$ cat src/rtl/bus_read_arbiter.sv
// bus_read_arbiter
// Read-channel arbiter for two AXI3 read masters (m0, m1) sharing one slave port.
// It drives the m0_grnt/m1_grnt selects of the downstream read mux. A grant is held
// for one whole transaction: the AR handshake, then every R beat through rlast. The
// block also checks the R beat count against the latched arlen.
//
// Optional feature: define ROUND_ROBIN_EN to alternate grants on a simultaneous
// request. Without it, m0 always wins a simultaneous request.
//
// Ports:
//   clk, rst                   clock, synchronous active-high reset
//   m0_arvalid, m0_arlen       master0 read-address request and burst length
//   m1_arvalid, m1_arlen       master1 read-address request and burst length
//   arvalid, arready           shared AR handshake (mux output / slave)
//   rvalid, rready, rlast      shared R handshake and last-beat flag
//   m0_grnt, m1_grnt           registered grants, never both high
//   busy                       a grant is held
//   burst_err                  sticky beat-count violation flag
module bus_read_arbiter #(
  parameter int unsigned ARLEN_W = 4
) (
  input  logic               clk,
  input  logic               rst,
  input  logic               m0_arvalid,
  input  logic [ARLEN_W-1:0] m0_arlen,
  input  logic               m1_arvalid,
  input  logic [ARLEN_W-1:0] m1_arlen,
  input  logic               arvalid,
  input  logic               arready,
  input  logic               rvalid,
  input  logic               rready,
  input  logic               rlast,
  output logic               m0_grnt,
  output logic               m1_grnt,
  output logic               busy,
  output logic               burst_err
);

  typedef enum logic [1:0] {StIdle, StAddr, StData} state_e;

  state_e             state_q, state_d;
  logic               m0_grnt_q, m0_grnt_d;
  logic               m1_grnt_q, m1_grnt_d;
  logic               last_grnt_q, last_grnt_d;  // 0 = m0 granted last, 1 = m1
  logic               burst_err_q, burst_err_d;
  logic [ARLEN_W-1:0] len_q, len_d;
  logic [ARLEN_W-1:0] beat_cnt_q, beat_cnt_d;
  logic               beat;
  logic               pick_m1;

  assign beat = rvalid & rready;

`ifdef ROUND_ROBIN_EN
  // On contention hand the bus to whichever master did not win last time.
  assign pick_m1 = m1_arvalid & (~m0_arvalid | ~last_grnt_q);
`else
  assign pick_m1 = m1_arvalid & ~m0_arvalid;
`endif

  always_comb begin
    state_d     = state_q;
    m0_grnt_d   = m0_grnt_q;
    m1_grnt_d   = m1_grnt_q;
    last_grnt_d = last_grnt_q;
    burst_err_d = burst_err_q;
    len_d       = len_q;
    beat_cnt_d  = beat_cnt_q;

    unique case (state_q)
      StIdle: begin
        // Stray beats with no transaction open are a protocol violation.
        if (beat) burst_err_d = 1'b1;
        if (m0_arvalid | m1_arvalid) begin
          m0_grnt_d   = ~pick_m1;
          m1_grnt_d   = pick_m1;
          last_grnt_d = pick_m1;
          state_d     = StAddr;
        end
      end
      StAddr: begin
        if (beat) burst_err_d = 1'b1;
        if (arvalid & arready) begin
          len_d      = m1_grnt_q ? m1_arlen : m0_arlen;
          beat_cnt_d = '0;
          state_d    = StData;
        end
      end
      StData: begin
        if (beat) begin
          beat_cnt_d = beat_cnt_q + ARLEN_W'(1);
          // rlast must coincide exactly with the beat whose index equals len_q:
          // an early rlast or a missing one (overrun) both flag the error.
          if (rlast != (beat_cnt_q == len_q)) burst_err_d = 1'b1;
          // The FSM always follows rlast so an error never stalls the bus.
          if (rlast) begin
            m0_grnt_d = 1'b0;
            m1_grnt_d = 1'b0;
            state_d   = StIdle;
          end
        end
      end
      default: begin
        m0_grnt_d = 1'b0;
        m1_grnt_d = 1'b0;
        state_d   = StIdle;
      end
    endcase
  end

  always_ff @(posedge clk) begin
    if (rst) begin
      state_q     <= StIdle;
      m0_grnt_q   <= 1'b0;
      m1_grnt_q   <= 1'b0;
      last_grnt_q <= 1'b1;
      burst_err_q <= 1'b0;
      len_q       <= '0;
      beat_cnt_q  <= '0;
    end else begin
      state_q     <= state_d;
      m0_grnt_q   <= m0_grnt_d;
      m1_grnt_q   <= m1_grnt_d;
      last_grnt_q <= last_grnt_d;
      burst_err_q <= burst_err_d;
      len_q       <= len_d;
      beat_cnt_q  <= beat_cnt_d;
    end
  end

  assign m0_grnt   = m0_grnt_q;
  assign m1_grnt   = m1_grnt_q;
  assign busy      = m0_grnt_q | m1_grnt_q;
  assign burst_err = burst_err_q;

endmodule

$ cat config.mk
export PLATFORM = sky130hd
export DESIGN_NAME = bus_read_arbiter
export DESIGN_NICKNAME = d
export VERILOG_FILES = /design/src/rtl/bus_read_arbiter.sv
export SDC_FILE = /design/constraint.sdc
export NUM_CORES = 1
export LEC_CHECK = 0
export CORE_MARGIN = 2
export CORE_UTILIZATION = 43
export CTS_CLUSTER_SIZE = 30
export DETAILED_ROUTE_END_ITERATION = 8
export GPL_ROUTABILITY_DRIVEN = 0
export PLACE_DENSITY_LB_ADDON = 0.2
export SLEW_MARGIN = 20
export SYNTH_ARGS = -nofsm -noshare
export SYNTH_HDL_FRONTEND = slang
export SYNTH_SLANG_ARGS = --single-unit
$ cat constraint.sdc
create_clock -name clk -period 1.7 [get_ports clk]
set_clock_uncertainty 0.1 [all_clocks]
set_input_delay 0.34 -clock clk [delete_from_list [all_inputs] [get_ports clk]]
set_output_delay 0.34 -clock clk [all_outputs]
set_load 0.05 [all_outputs]
Yosys cells after proc, flatten, opt, wreduce, memory -nomap -nowiden
Index checks and enable logic that the tools add are counted.

Bits of input ports: 17. Logic and storage cells: 53. Output and inout bits: 4. Register bits: 13.

Add/sub/neg operators: 1. Bitwise logic cells: 8. Reduce and logical (&&, ||, !) cells: 9. Muxes and demuxes: 19. Eq/ne operators: 10.

Operators with widths (number): two-way mux 4 bit (3); AND reduction 4 bit (3); != test 2 bit (second input constant) (5); two-way mux 2 bit (4); case mux 4 bit (2 select lines) (1); two-way mux 1 bit (7); case mux 1 bit (3 select lines) (2); case mux 2 bit (3 select lines) (1); adder 4 x 1 -> 4 bit (second input constant) (1); equality test 4 bit (1); nonzero test 2 bit (2); AND 1 bit (3); NOT 1 bit (3); AND reduction 3 bit (1); equality test 2 x 1 -> 1 bit (second input constant) (1); equality test 2 bit (second input constant) (1); logical NOT 2 bit (1); != test 2 x 1 -> 1 bit (second input constant) (1); OR 1 bit (2); case mux 1 bit (2 select lines) (1); AND reduction 2 bit (1); OR reduction 2 bit (1); != test 1 bit (1).

Depth between registers and ports, before layout
Gate-level depths: netlist (run 1).

Depth in word-level cells: 5. Mapped depth: 5. Mapped depth without buffers: 4.

Worst setup path before layout (run 1)
Ideal clock, no wire load.

Kind: reg-to-output. Start point: register m1_grnt_q, in the netlist m1_grnt. End point: output busy. Path slack: -0.001 ns. Cell stages (with the launch flop): 3. Required time: 1.260 ns. Data arrival time: 1.261 ns. Path through: dfxtp_1 clkbuf_1 or2_2.

Longest elaborated chain between the ends: 1.

RTL lines: from (decl) (RTL line 43) `logic m1_grnt_q, m1_grnt_d;`; from (signal assigned) (RTL line 122) `m1_grnt_q <= m1_grnt_d;`; OR 1 bit (RTL line 132) `assign busy = m0_grnt_q | m1_grnt_q;`; to (decl) (RTL line 35) `output logic busy,`.

Every way passes these cells.

Worst setup path after layout (run 1)
Same ends and word-level chain as after synthesis.

==> results of run 1 <==
power groups by stage:
stage / combinational [mW] / clock [mW] / sequential, mW
finish: 0.166 / 0.188 / 0.339
global route: 0.181 / 0.209 / 0.341
CTS: 0.168 / 0.197 / 0.339
detailed placement: 0.167 / 0 / 0.346
global placement: 0.166 / 0 / 0.346
floorplan: 0.0759 / 0 / 0.357
worst max-delay path by stage:
stage,start,to,slack (ps),cells past startpoint
finish,m1_grnt,busy,110,2
global route,m1_grnt,busy,50,2
CTS,m1_grnt,busy,90,2
detailed placement,rvalid,beat_cnt_q[3],-30,5
global placement,arvalid,len_q[2],-0.05,5
floorplan,m1_grnt,busy,150,2
registers in the layout (all words and copies together) (netlist names):
name        cells
beat_cnt_q      4
len_q           4
state_q         2
burst_err       1
m0_grnt         1
m1_grnt         1
placed cells by master (no fill, tap or decap), types with 2 or more instances in the layout:
cell,count
a211oi_1,5
a21oi_1,3
a31oi_1,2
and4b_1,2
buf_12,2
buf_4,5
clkbuf_4,3
clkdlybuf4s50_1,16
dfxtp_1,12
mux2i_1,5
nand2_1,3
nand2b_1,2
nor2_1,10
nor3_1,4
or2_2,2
xor2_1,6
area by class of cell:
class | instances | area (um^2)
Timing Repair Buffer | 23 | 238
Clock buffer | 4 | 26.3
Tap cell | 15 | 18.8
Inverter | 1 | 3.75
Fill cell | 123 | 435
Sequential cell | 13 | 262
Multi-Input combinational cell | 54 | 367
stage by stage:
step	hold slack, ps	util [%]	power, mW
3_3_place_gp	405	65.8	0.512
3_5_place_dp	408	65.8	0.514
4_1_cts	418	67.7	0.704
6_report	416	67.7	0.693
2_1_floorplan	313	-	0.433
5_1_grt	433	67.7	0.731
worst max-delay path: stages (launching register included):
cell and delay, ps:
dfxtp_2 390, or2_2 300, buf_4 190
cell families after synthesis:
kind of cell | count (synthesis)
AND/OR/NAND/NOR | 28
XOR/XNOR | 7
flip-flops | 13
AO/OA/AOI/OAI | 13
buffers and inverters | 4
multiplexers | 5
adder cells (fa/ha/maj) | 1
per-layer routing:
layer	part of all wire, %	global-route usage, %
met5	0	0
met3	6.6	3.40
met1	45	21.4
met4	0.92	12.5
met2	48	25.8
==> results.yml, run 1 <==
outcome:
  status: "complete, no violations"
power:
  vdd_ir_drop_max_v: 0.000507
  p_sw_mw: 0.192
  p_leak_nw: 0.364
  swShare_pct: 27.8
  seqPwrFrac_pct: 48.9
  pwr-share-clk_pct: 27.1
  internal-power_mw: 0.501
  p_per_area_mw_per_mm2: 758
  pwr-share-comb_pct: 24.0
timing:
  finalCritPeriodShare_pct: 93.6
  max_freq_mhz: 629
  fin_crit_ps: 1590
  worstMarginPinSlew_ps: 490
  setup_viol: 0
  hold_violations: 0
  grt_setup_unrepaired: "false"
  tns_ps: 0
  worst_slack_ps: 109
  slew_headroom_pct: 67.2
  report.final.slew_viol_count: 0
yosys:
  synth_common_cells: "dfxtp_1 (13), nor2_1 (10), xor2_1 (6)"
  post-synth-top-count-cell: "dfxtp_1"
  synth_cell_types: 25
  yosys.area_share.simple_pct: 23.3
  ys_async_sr_fraction_pct: 0
  synth_fa_ha_area_share_pct: 1.95
  syn_inst: 71
  synth.avg_cell_area_um2: 9.06
  yosysSeqAreaShare_pct: 40.5
  synthesis.nets: 89
  synth-edff-count: 0
  synth-xor-area-share_pct: 9.53
  synth_top_area_share_pct: 40.5
  ys.flop_type: "dfxtp_1"
  synth-compound-area-share_pct: 14.4
  yosys-top-cells-area: "dfxtp_1 (40%), xor2_1 (8.2%), mux2i_1 (7.8%)"
  synthMuxAreaShare_pct: 7.78
  syn_area_um2: 643
  synth_top_family_by_area: "simple AND/OR/NAND/NOR gates"
  yosys.area.top_type: "dfxtp_1"
  synth-seq-cells: 13
  synth_warnings: 0
detailed_routing:
  antenna_left: 0
  via_count: 580
  drt_first_iter_violations: 19
  drc: 0
  drt_first_pass_iters: 5
  wl_mm: 1.31
  vias_per_cell: 5.27
  wl_per_cell_um: 11.9
critical_path:
  rr_startpoint: "state_q[0]"
  r2r_end: "len_q[1]"
  end_kind: "primary output"
  crit_type: "flip-flop to primary output"
  crit_required_ps: 1260
  startpoint_type: "flip-flop"
  arrival_ps: 1150
  cp_max_fo: 8
  r2r_setup_slack_ps: 300
  ff2ff_path_depth: 4
final_layout:
  synthToLayoutAreaGrowth_pct: 42.2
  diodes: 0
  instances_no_fill: 110
  drive_above_1_share_pct: 15.8
  fin_nets: 114
  postLayoutCellArea_um2: 915
floorplan:
  initial_core_util_pct: 47.6
  rows: 13
  die_x_um: 42.7
  die_h_um: 42.7
  ioPinCount: 21
  core_mm2: 0.00135
  dieArea_mm2: 0.00182
worst_hold_path:
  hold_start: "len_q[3]"
  min_path_type: "flip-flop to flip-flop"
  whs_path_depth: 2
  min_delay_worst_endpoint: "len_q[3]"
placed_design:
  dpl_cell_area_um2: 888
  dp.cells: 106
  dp_hpwl_mm: 1.01
  post-place-ws_ps: -31.9
  io_buffer_count: 20
cts:
  cts.reportedPaths.clkPinSlew_ps: 80
  cts_made_buffers: 3
  cts_resized: 0
  cts_sinks: 13
  root_buffer: "clkbuf_4"
  clock_latency_ps: 270
  hold_buffers: 0
  cts-htree-levels: 1
  cts_buffer_depth: 2
  cts_tree: "built"
  cts_setup_buffers: 0
flow_run:
  drv_cap: 0
global_route:
  grt_pass1_wl_mm: 2.35
  grt_pass1_vias: 550
  grt_max_degree: 14
  globalRouteOverflowTotal: 0
  track_usage_pct: 17.1
  antenna_found_initial: 0
No activity file was read; power rests on OpenSTA's default activity.
==> run 2: changes to the inputs <==
--- a/config.mk
+++ b/config.mk
@@ -5,7 +5,7 @@
 export SDC_FILE = /design/constraint.sdc
 export NUM_CORES = 1
 export LEC_CHECK = 0
-export CORE_MARGIN = 2
+export CORE_MARGIN = 10
 export CORE_UTILIZATION = 43
 export CTS_CLUSTER_SIZE = 30
 export DETAILED_ROUTE_END_ITERATION = 8
==> run 2 against run 1 <==
  * Combinational power rose by 5%
  * Routed wire length rose by 25%
  * Final area rose by 2.2%
  * Core utilization rose by 1.5 points
  * Hold slack improved by 11 ps
  * Worst setup slack got worse by 3.3 ps
  * Die area rose by 89%
  * Clock power rose by 3%
  * Global-route usage fell by 6.5 points
  * Via count rose by 5.3%
  * Sequential cell count did not move
  * Largest power group unchanged
==> results.yml, run 2 (synthesis results as in run 1) <==
outcome:
  status: "complete, no violations"
final_layout:
  final_common_cell: "clkdlybuf4s50_1"
  num-fill-cells: 107
  largest_registers: "beat_cnt_q: 4 flops, len_q: 4 flops, state_q: 2 flops"
  postLayoutCellArea_um2: 935
  drive_above_1_share_pct: 16.7
  synthToLayoutAreaGrowth_pct: 45.3
  diodes: 0
  fin_nets: 115
  fin_util_pct: 69.2
  layout_common_cells: "clkdlybuf4s50_1 (16), dfxtp_1 (12), nor2_1 (10)"
  seqCellArea_um2: 262
  multiInputGateArea_um2: 367
timing:
  max_freq_mhz: 627
  slew_headroom_pct: 66.1
  worstMarginPinSlew_ps: 508
  setup_viol: 0
  grt_setup_unrepaired: "false"
  whs_ps: 427
  hold_violations: 0
  finalCritPeriodShare_pct: 93.8
  fin_crit_ps: 1590
  report.final.slew_viol_count: 0
global_route:
  antenna_found_initial: 0
  track_usage_pct: 10.6
  grt_max_degree: 14
  grt_pass1_wl_mm: 2.93
  globalRouteOverflowTotal: 0
  grt_pass1_vias: 671
detailed_routing:
  antenna_left: 0
  drc: 0
  wl_mm: 1.64
  drt_first_pass_iters: 4
  via_count: 611
  wl_per_cell_um: 14.7
  drt_first_iter_violations: 17
  vias_per_cell: 5.50
critical_path:
  crit_slowest_cell: "dfxtp_2"
  arrival_ps: 1150
  timing.critical_path.cells: "or2_2 -> buf_4"
  cp_max_fo: 8
  crit_type: "flip-flop to primary output"
  crit_required_ps: 1260
  rr_startpoint: "state_q[1]"
  startpoint_type: "flip-flop"
  crit_family: "flip-flops"
  cpPeakStageDelay_ps: 390
  startpoint: "m1_grnt"
  end_kind: "primary output"
  crit_buf_inv: 1
cts:
  cts.reportedPaths.clkPinSlew_ps: 80
  cts_resized: 0
  cts_buffer_depth: 2
  hold_buffers: 0
  cts-htree-levels: 1
  cts_tree: "built"
  cts_sinks: 13
  cts_setup_buffers: 0
  root_buffer: "clkbuf_4"
  cts_made_buffers: 3
  clock_latency_ps: 280
floorplan:
  initial_core_util_pct: 47.6
  dieArea_mm2: 0.00344
  core_mm2: 0.00135
  ioPinCount: 21
  rows: 13
  die_x_um: 58.7
  die_h_um: 58.7
worst_hold_path:
  min_path_type: "flip-flop to flip-flop"
  hold_start: "len_q[1]"
placed_design:
  dpl_cell_area_um2: 908
  dp_hpwl_mm: 1.29
  io_buffer_count: 20
power:
  vdd_ir_drop_max_v: 0.000500
  p_leak_nw: 0.372
  p_per_area_mw_per_mm2: 760
flow_run:
  drv_cap: 0
==> run 2: cell types whose count changed in the layout (fill, tap and decap cells not counted) <==
| cell | delta |
|---|---|
| buf_12 | +1 |
==> run 2: path summary, 6_finish.rpt <==
path | slack (ps) | depth (start not counted) | end
setup / recovery | 110 | 2 | busy
hold / removal | 430 | 2 | len_q[1]
setup reg to reg | 260 | 4 | beat_cnt_q[3]
hold reg to reg | 430 | 2 | len_q[1]
==> run 2: stage by stage <==
step                      setup WS (ps)  instances  setup TNS (ps)  power, mW
final                               106        111               0      0.710
after global routing               47.1        111               0      0.748
after CTS                          91.1        111               0      0.715
after detailed placement          -80.5        107            -131      0.523
after global placement            -13.1        107           -13.1      0.519
after floorplan                     154         71               0      0.433
==> run 2: tightest hold or removal path: cells and delay by family (launching register included) <==
| kind | cells | cell delay (ps) |
|---|---|---|
| DFF | 1 | 330 |
| and+or+nand+nor | 1 | 100 |
| AOI/OAI and AO/OA | 1 | 50 |
==> run 2: where the power goes <==
group / internal (mW) / total, mW / switching, mW / leakage (nW)
logic: 0.0967 / 0.175 / 0.0782 / 0.250
registers: 0.319 / 0.341 / 0.0215 / 0.107
clock network: 0.0910 / 0.194 / 0.103 / 0.0150
total: 0.507 / 0.710 / 0.203 / 0.372
==> run 2: layer usage <==
layer | track usage (%) | wire length [um] | vias to the layer above
li1 | - | - | 307
met4 | 3.93 | 15 | 0
met2 | 18.2 | 778 | 19
met5 | 0 | 0 | -
met1 | 11.2 | 688 | 281
met3 | 4.72 | 154 | 4
==> run 2: layout make-up <==
cell class                      instances  share of cell area (%)
Tap cell                               15                    2.01
Clock buffer                            4                    2.81
Sequential cell                        13                    28.0
Timing Repair Buffer                   24                    27.6
Multi-Input combinational cell         54                    39.2
Inverter                                1                   0.402
